==> config.mk <==
export PLATFORM = sky130hd
export DESIGN_NAME = game_sequencer
export DESIGN_NICKNAME = d
export VERILOG_FILES = /design/src/rtl/game_sequencer.sv
export SDC_FILE = /design/constraint.sdc
export NUM_CORES = 1
export LEC_CHECK = 0
export ABC_AREA = 1
export BUFFER_PORTS_ARGS = -buffer_cell sky130_fd_sc_hd__buf_2
export CORE_UTILIZATION = 30
export CTS_BUF_LIST = sky130_fd_sc_hd__clkbuf_4
export DETAILED_ROUTE_END_ITERATION = 10
export PLACE_DENSITY_LB_ADDON = 0.15
export SETUP_SLACK_MARGIN = 0.15
export SKIP_CTS_REPAIR_TIMING = 1
export SLEW_MARGIN = 20
export SYNTH_ARGS = -nofsm -noshare
export SYNTH_HDL_FRONTEND = slang
export SYNTH_SLANG_ARGS = --single-unit
==> constraint.sdc <==
create_clock -name clock -period 9 [get_ports clock]
set_clock_uncertainty 0.05 [all_clocks]
set_input_delay 0.45 -clock clock [delete_from_list [all_inputs] [get_ports clock]]
set_output_delay 0.45 -clock clock [all_outputs]
set_load 0.01 [all_outputs]
==> src/rtl/game_sequencer.sv <==
// Front-end controller for the five-in-a-row board: debounces the keys, sequences
// the choose/put/turn strobes for the datapath and locks the board on win or draw.
module game_sequencer #(
   parameter int DEB_CYCLES  = 16,
   parameter int PUT_CYCLES  = 4,
   parameter int CLR_CYCLES  = 2,
   parameter int BOARD_CELLS = 256
) (
   input  logic       clock,
   input  logic       reset,
   input  logic       key_put,
   input  logic       key_right,
   input  logic       key_down,
   input  logic       key_new,
   input  logic       write_enable,
   input  logic [1:0] check_ans,
   output logic       put,
   output logic       right,
   output logic       down,
   output logic       turn_control,
   output logic       change_able_read,
   output logic       control_set,
   output logic       reject,
   output logic       game_over,
   output logic       draw,
   output logic [8:0] move_count
);

   localparam int          KEYS     = 4;
   localparam logic [15:0] DEB_LAST = 16'(DEB_CYCLES - 1);
   localparam logic [7:0]  PUT_LAST = 8'(PUT_CYCLES - 1);
   localparam logic [7:0]  CLR_LAST = 8'(CLR_CYCLES - 1);
   localparam logic [8:0]  CELLS    = 9'(BOARD_CELLS);

   typedef enum logic [2:0] {
      S_INIT, S_IDLE, S_CHOICE, S_PUT, S_SETTLE, S_TURN, S_RELEASE, S_OVER
   } state_t;

   state_t      state, state_next;
   logic [7:0]  cnt, cnt_next;
   logic [8:0]  count_next;
   logic        draw_next;

   logic [KEYS-1:0] key_raw;
   logic [KEYS-1:0] sync_p0, sync_p1;
   logic [KEYS-1:0] stable, press_p2;
   logic [15:0]     deb_cnt [KEYS];
   logic            right_p3, down_p3, turn_p1;

   logic put_ev, new_ev;

   // bit order: 0 put, 1 right, 2 down, 3 new
   assign key_raw = {key_new, key_down, key_right, key_put};

   // stage p0/p1: two-flop synchroniser on the raw buttons
   always_ff @(posedge clock or posedge reset) begin
      if (reset) begin
         sync_p0 <= '0;
         sync_p1 <= '0;
      end else begin
         sync_p0 <= key_raw;
         sync_p1 <= sync_p0;
      end
   end

   // stage p2: debouncer, press_p2 pulses on the accepted 0->1 transition
   always_ff @(posedge clock or posedge reset) begin
      if (reset) begin
         stable   <= '0;
         press_p2 <= '0;
         for (int k = 0; k < KEYS; k++) deb_cnt[k] <= '0;
      end else begin
         for (int k = 0; k < KEYS; k++) begin
            press_p2[k] <= 1'b0;
            if (sync_p1[k] == stable[k]) begin
               deb_cnt[k] <= '0;
            end else if (deb_cnt[k] == DEB_LAST) begin
               stable[k]   <= sync_p1[k];
               press_p2[k] <= sync_p1[k];
               deb_cnt[k]  <= '0;
            end else begin
               deb_cnt[k] <= deb_cnt[k] + 16'd1;
            end
         end
      end
   end

   assign put_ev = press_p2[0];
   assign new_ev = press_p2[3];

   // stage p3: move events and the turn strobe, one register behind their source
   always_ff @(posedge clock or posedge reset) begin
      if (reset) begin
         right_p3 <= 1'b0;
         down_p3  <= 1'b0;
         turn_p1  <= 1'b0;
      end else begin
         right_p3 <= press_p2[1];
         down_p3  <= press_p2[2];
         turn_p1  <= (state == S_TURN);
      end
   end

   always_ff @(posedge clock or posedge reset) begin
      if (reset) begin
         state      <= S_INIT;
         cnt        <= '0;
         move_count <= '0;
         draw       <= 1'b0;
      end else begin
         state      <= state_next;
         cnt        <= cnt_next;
         move_count <= count_next;
         draw       <= draw_next;
      end
   end

   always_comb begin
      state_next = state;
      cnt_next   = cnt;
      count_next = move_count;
      draw_next  = draw;
      case (state)
         S_INIT: begin
            if (cnt == CLR_LAST) begin
               state_next = S_IDLE;
               cnt_next   = '0;
            end else begin
               cnt_next = cnt + 8'd1;
            end
         end
         S_IDLE: begin
            if (new_ev) begin
               state_next = S_INIT;
               cnt_next   = '0;
               count_next = '0;
               draw_next  = 1'b0;
            end else if (put_ev) begin
               state_next = S_CHOICE;
            end
         end
         S_CHOICE: begin
            cnt_next   = '0;
            state_next = write_enable ? S_PUT : S_RELEASE;
         end
         S_PUT: begin
            if (cnt == PUT_LAST) begin
               state_next = S_SETTLE;
               cnt_next   = '0;
               if (move_count != CELLS) count_next = move_count + 9'd1;
            end else begin
               cnt_next = cnt + 8'd1;
            end
         end
         S_SETTLE: state_next = S_TURN;
         S_TURN: begin
            if (check_ans != 2'b00) begin
               state_next = S_OVER;
            end else if (move_count == CELLS) begin
               state_next = S_OVER;
               draw_next  = 1'b1;
            end else begin
               state_next = S_RELEASE;
            end
         end
         S_RELEASE: if (!stable[0]) state_next = S_IDLE;
         S_OVER: begin
            if (new_ev) begin
               state_next = S_INIT;
               cnt_next   = '0;
               count_next = '0;
               draw_next  = 1'b0;
            end
         end
         default: state_next = S_INIT;
      endcase
   end

   // control_set is masked while reset is held so every output reads 0 during reset
   assign control_set      = (state == S_INIT) & ~reset;
   assign change_able_read = (state == S_CHOICE);
   assign reject           = (state == S_CHOICE) & ~write_enable;
   assign put              = (state == S_PUT);
   assign game_over        = (state == S_OVER);
   assign turn_control     = turn_p1;
   assign right            = right_p3 & (state == S_IDLE);
   assign down             = down_p3 & (state == S_IDLE);

endmodule

Yosys cells after proc, flatten, opt, wreduce, memory -nomap -nowiden
Index checks and enable logic that the tools add are counted.
W data, S select, Z words.
Word-level totals
  register bits after elaboration: 104
  latch bits: 0
  memory bits (writable): 0
  memory bits (read-only): 0
  input bits: 9
  output and inout port bits: 18
  memories: 0
Cells by class
  add/sub/neg operators: 6
  multipliers: 0
  div/mod/pow operators: 0
  $lt $le $gt $ge: 0
  equal/unequal tests: 28
  shift-type cells: 0
  muxes and demuxes: 38
  bitwise logic cells: 10
  reductions and logical operators: 14
Operators with widths (number)
  $mux W16: 8
  $add A16 B1 Y16 const B: 4
  $eq A16 B4 Y1 const B: 4
  $pmux W8 S4: 1
  $mux W9: 3
  $mux W8: 3
  $pmux W3 S8: 1
  $mux W3: 7
  $pmux W9 S2: 1
  $mux W1: 13
  $eq A3 B3 Y1 const B: 4
  $ne A2 B1 Y1 const B: 5
  $reduce_and A2 Y1: 5
  $add A9 B1 Y9 const B: 1
  $eq A9 B9 Y1 const B: 1
  $ne A9 B9 Y1 const B: 1
  $add A8 B1 Y8 const B: 1
  $eq A8 B1 Y1 const B: 1
  $eq A8 B2 Y1 const B: 1
  $reduce_and A4 Y1: 2
  $eq A3 B2 Y1 const B: 2
  $ne A2 B2 Y1 const B: 3
  $not A1 Y1: 6
  $reduce_bool A2 Y1: 3
  other kinds (9): 15

Longest topological paths before layout
  depth in word-level cells: 4
  mapped depth: 10
  mapped depth without buffers: 10

Least setup slack after synthesis
Ideal clock, no wire load.
  kind: reg2reg
  start: reg move_count[0]
  end: reg move_count[5]
  arrival time: 1.329 ns
  setup slack: 7.547 ns
  stages on the path, launching flop included: 10
  path buffers: 1
  clock period less this slack: 1.453 ns
  path through: dfrtp_1 > inv_1 > ha_1 > nand2_1 > nor2_1 > nand3_2 > nand3_4 > buf_8 > nand2_2 > o21ai_2
Between the ends
  longest elaborated chain between the ends: 4
  elaborated cells on any way between the ends: 7
  classes of those cells: 1 x add/sub; 2 x eq/ne; 3 x mux; 1 x reduce/logical
RTL lines
  start, declared: line 26  | output logic [8:0] move_count
  start signal, assigned: line 113  | move_count <= count_next;
  $add A9 B1 Y9: line 150  | if (move_count != CELLS) count_next = move_count + 9'd1;
  $mux W9: line 150
  $mux W9: line 147  | if (cnt == PUT_LAST) begin
  $pmux W9 S2: line 123  | case (state)
Several ways; a longest one is shown, not always the timed one. The select of a mux whose other input is x is not followed.
A chain may end at the register's enable or synchronous reset.

Worst setup path after layout
  start: reg state[0]
  end: out down
Between the ends
  longest elaborated chain between the ends: 2
RTL lines
  start, declared: line 39  | state_t state, state_next;
  start signal, assigned: line 111  | state <= state_next;
  $eq A3 B1 Y1: line 187  | assign down = down_p3 & (state == S_IDLE);
  $and A1 B1 Y1: line 187
  end, declared: line 19  | output logic down,
No other way between the ends.

==> results by stage <==
Floorplanning:
- The floorplan step defined a die boundary enclosing about 0.019 mm^2.
- In this run the horizontal extent of the chip is 138 um.
- The total area inside the core boundary comes to between 0.015 and 0.02 mm^2.
- In this run the count of I/O pins placed on the die edge is 27.
- The initial utilization of the core area, before any placement, comes to 30.7%.
- The die is between 100 and 150 um tall.
- The site row count is 49.

Global route:
- The first global-routing pass estimated approximately 21,000 um of wire.
- The pin count of the biggest net entering global routing is 66.
- Global routing used 13.4% of the available tracks.
- Summed over all layers, the global routing overflow is 0.
- The number of global-route vias before repair is 4,426.
- The initial antenna violation count is 0.

Placement:
- Routability-driven placement finished with a final weighted congestion of roughly 0.85.
- The count of input and output buffers is 26.
- The number of placed instances, taps included is a little under 1,000.
- Detailed placement ended at an HPWL of 8600 um.

Worst setup path:
- The worst setup path is captured at a primary output.
- The peak per-stage delay on the critical path is about 0.54 ns.
- In this run the critical register-to-register path is launched from stable[0].
- STA classifies the critical path startpoint as a flip-flop.
- The startpoint of the worst setup timing path is state[0].
- Counting both buffers and inverters, the worst setup path holds a total of 1.
- Data on the critical path is required at its endpoint by around 8.5 ns.
- At the worst endpoint, the arrival time is 1.67 ns.
- Among all stages on the critical path, the largest delay is contributed by dfrtp_1.
- Grouping stages by cell kind, the critical path spends the most delay in flip-flops.
- Walking the worst path, the cells encountered are nand3_1 > nor2_1 > buf_2.
- The largest fanout of any net on the critical path is 8.
- The worst setup path is of the reg2out kind.

Synth:
- The number of warning messages in the yosys log is 0.
- The instance count of the mapped netlist is 740.
- The mapped netlist covers 0.00556 mm^2.
- The total of flip-flops plus latches after synthesis is roughly 100.
- Summing the sequential cell areas from Yosys gives between 40% and 50% of the chip area.
- The average instance in the mapped netlist occupies 7.51 um^2.
- The number of nets handed over by synthesis was between 700 and 800.
- Yosys mapped the design onto 29 distinct sky130hd cell types.

Layout:
- The area of combinational cells with multiple inputs is approximately 0.0026 mm^2.
- The post-route netlist has 8.70% of its cells at a drive strength greater than 1.
- The filler cell count in the final layout is between 1,500 and 2,000.
- The area used by sequential logic in the layout is roughly 0.0026 mm^2.
- 0 antenna diodes ended up in the layout.
- After the last flow step, the layout net total stands at 794.
- The non-filler instance count after layout is 1,011.
- The area growth from synthesis to layout is 10.3%.

Drt:
- After the first detailed-routing iteration, the DRC count stood at around 240.
- The DRC violation count after routing is 10.
- Before antenna repair, the detailed router went through 8 iterations.
- After detailed routing, the average wire length per cell comes to between 10 and 15 um.
- Dividing the detail-routed via count by the number of cells gives 4.57.
- The post-detailed-route count of antenna-violating nets is 0.
- The wire length after detailed routing is around 12,000 um.
- The total via count in the routed design is 4,616.

CTS:
- The deepest clock path buffer count is 2.
- The clock-pin slew reported for the worst setup and hold paths after clock tree synthesis is around 0.16 ns.
- The TritonCTS clock tree is done.
- The sink count of the clock tree is 104.
- The TritonCTS buffer count is 9.
- The master cell of the clock root buffer is clkbuf_4.
- The later pin in the worst-skew pair is clocked with a latency of 0.49 ns.
- CTS built an H-tree with a depth of 3.

Hold path:
- The worst hold path begins at check_ans[0].
- The min-delay analysis places its worst path in the category in2reg.

Outcome:
- The flow ran to the end, but the final reports show violations.
- The checks that failed: design-rule violations.

STA:
- Setup repair after global routing left no endpoint under its margin.
- The clock period could shrink to about 2.2 ns.
- Based on the critical path, the design can be clocked at up to around 460 MHz.
- The final worst-path cycle share is around a quarter.
- Setup violations remaining at the end of the flow were counted as 0.
- The total count of hold-check failures in the final report is 0.
- At the pin with the least slew margin, the transition time is ~1.0 ns.
- The final count of pins violating max slew is 0.
- The worst slew margin relative to its limit is between 20 and 30%.
- The total negative slack for setup checks is 0 ns.

Pwr:
- Summed over all cells, the static leakage comes to ~2.9 nW.
- The maximum vdd drop is roughly 0.09 mV.
- The total power density per cell area is around 170 mW/mm^2.

Run:
- The tool flagged a number of max-cap violations equal to 0.
[cells in the mapped netlist (all sizes together)]
| cell | count | area [um^2] |
|---|---|---|
| xor2 | 23 | 201 |
| nand4 | 19 | 119 |
| a211oi | 3 | 22.5 |
| o21ai | 26 | 160 |
| xnor2 | 3 | 26.3 |
| or2 | 2 | 12.5 |
| buf | 2 | 22.5 |
| o21bai | 3 | 22.5 |
| nor2 | 136 | 513 |
| nand2 | 183 | 699 |
| o22ai | 1 | 6.26 |
| nand3 | 56 | 298 |
| ha | 8 | 100 |
| nor3b | 3 | 22.5 |
| clkbuf | 4 | 15.0 |
| a21oi | 15 | 82.6 |
| nor3 | 46 | 230 |
| mux2i | 1 | 10.0 |
| nand3b | 3 | 22.5 |
| dfrtp | 104 | 2600 |
| inv | 99 | 372 |
[cell usage in the layout, fill, tap and decap left out, types with 8 or more instances in the layout]
| cell type | instances |
|---|---|
| a21oi_1 | 13 |
| buf_2 | 26 |
| clkbuf_4 | 10 |
| dfrtp_1 | 104 |
| ha_1 | 8 |
| inv_1 | 95 |
| nand2_1 | 178 |
| nand3_1 | 54 |
| nand4_1 | 19 |
| nor2_1 | 135 |
| nor3_1 | 46 |
| o21ai_0 | 18 |
| o21ai_2 | 8 |
| xor2_1 | 23 |
[metal layers]
layer  wire length (um)  vias up  share of wire, %  GRT usage [%]
met1               5900     2111                50           17.6
li1                   -     2424                 -              -
met3                382       16               3.2           3.22
met2               5330       65                45           21.6
met4                195        0               1.7           4.55
met5                  0        -                 0              0
[final cells by class]
cell class	count	area share, %
Sequential cell	104	42.4
Multi-Input combinational cell	531	41.7
Inverter	99	6.10
Tap cell	229	4.67
Timing Repair Buffer	32	3.06
Clock buffer	10	1.22
Clock inverter	6	0.796
[state kept, by name, summed over array words and instances, names as in the netlist]
name and count:
cnt 8, deb_cnt 64, down_p3 1, draw 1
move_count 9, press_p2 4, right_p3 1, stable 4
state 3, sync_p0 4, sync_p1 4, turn_control 1
[where the power goes]
| group | internal, mW | switching (mW) | total (mW) |
|---|---|---|---|
| sequential | 0.493 | 0.0321 | 0.525 |
| clock | 0.0648 | 0.173 | 0.237 |
| combinational | 0.0810 | 0.179 | 0.260 |
[cells by family after synthesis]
logic type / count (synthesis) / share of synthesized area (%)
buf+inv: 105 / 7.36
fa+ha+maj: 8 / 1.80
mux: 1 / 0.180
compound gates: 48 / 5.29
xor+xnor: 26 / 4.10
simple gates: 448 / 34.5
flops: 104 / 46.8
[worst reg2reg max path: stages, from the launching register on]
cell and delay (ns):
dfrtp_1 0.46, xnor2_1 0.81, inv_1 0.15, nand2_1 0.19, nor2_1 0.06
[final timing paths]
kind | slack (ns) | endpoint | depth (start not counted)
min in group asynchronous | 0.48 | cnt[2] | 3
max in group asynchronous | 7.20 | deb_cnt[52] | 4
worst max-delay path | 6.83 | down | 3
worst min-delay path | 0.17 | draw | 4
worst max register to register | 7.21 | deb_cnt[49] | 4
worst min register to register | 0.32 | right_p3 | 0
[stage by stage]
step                      power [mW]  utilization (%)  hold slack [ns]  instance area, um^2  setup WS [ns]
after floorplan                0.724                -            0.281                 5560           5.77
after global placement         0.792             32.9            0.286                 5950           7.11
after detailed placement       0.794             32.9            0.285                 5950           7.08
after CTS                       1.04             33.6          -0.0939                 6070           6.75
after global routing            1.10             33.9            0.147                 6130           6.67
final                           1.02             33.9            0.172                 6130           6.83
Note: power is estimated with default switching activity, not from simulation.
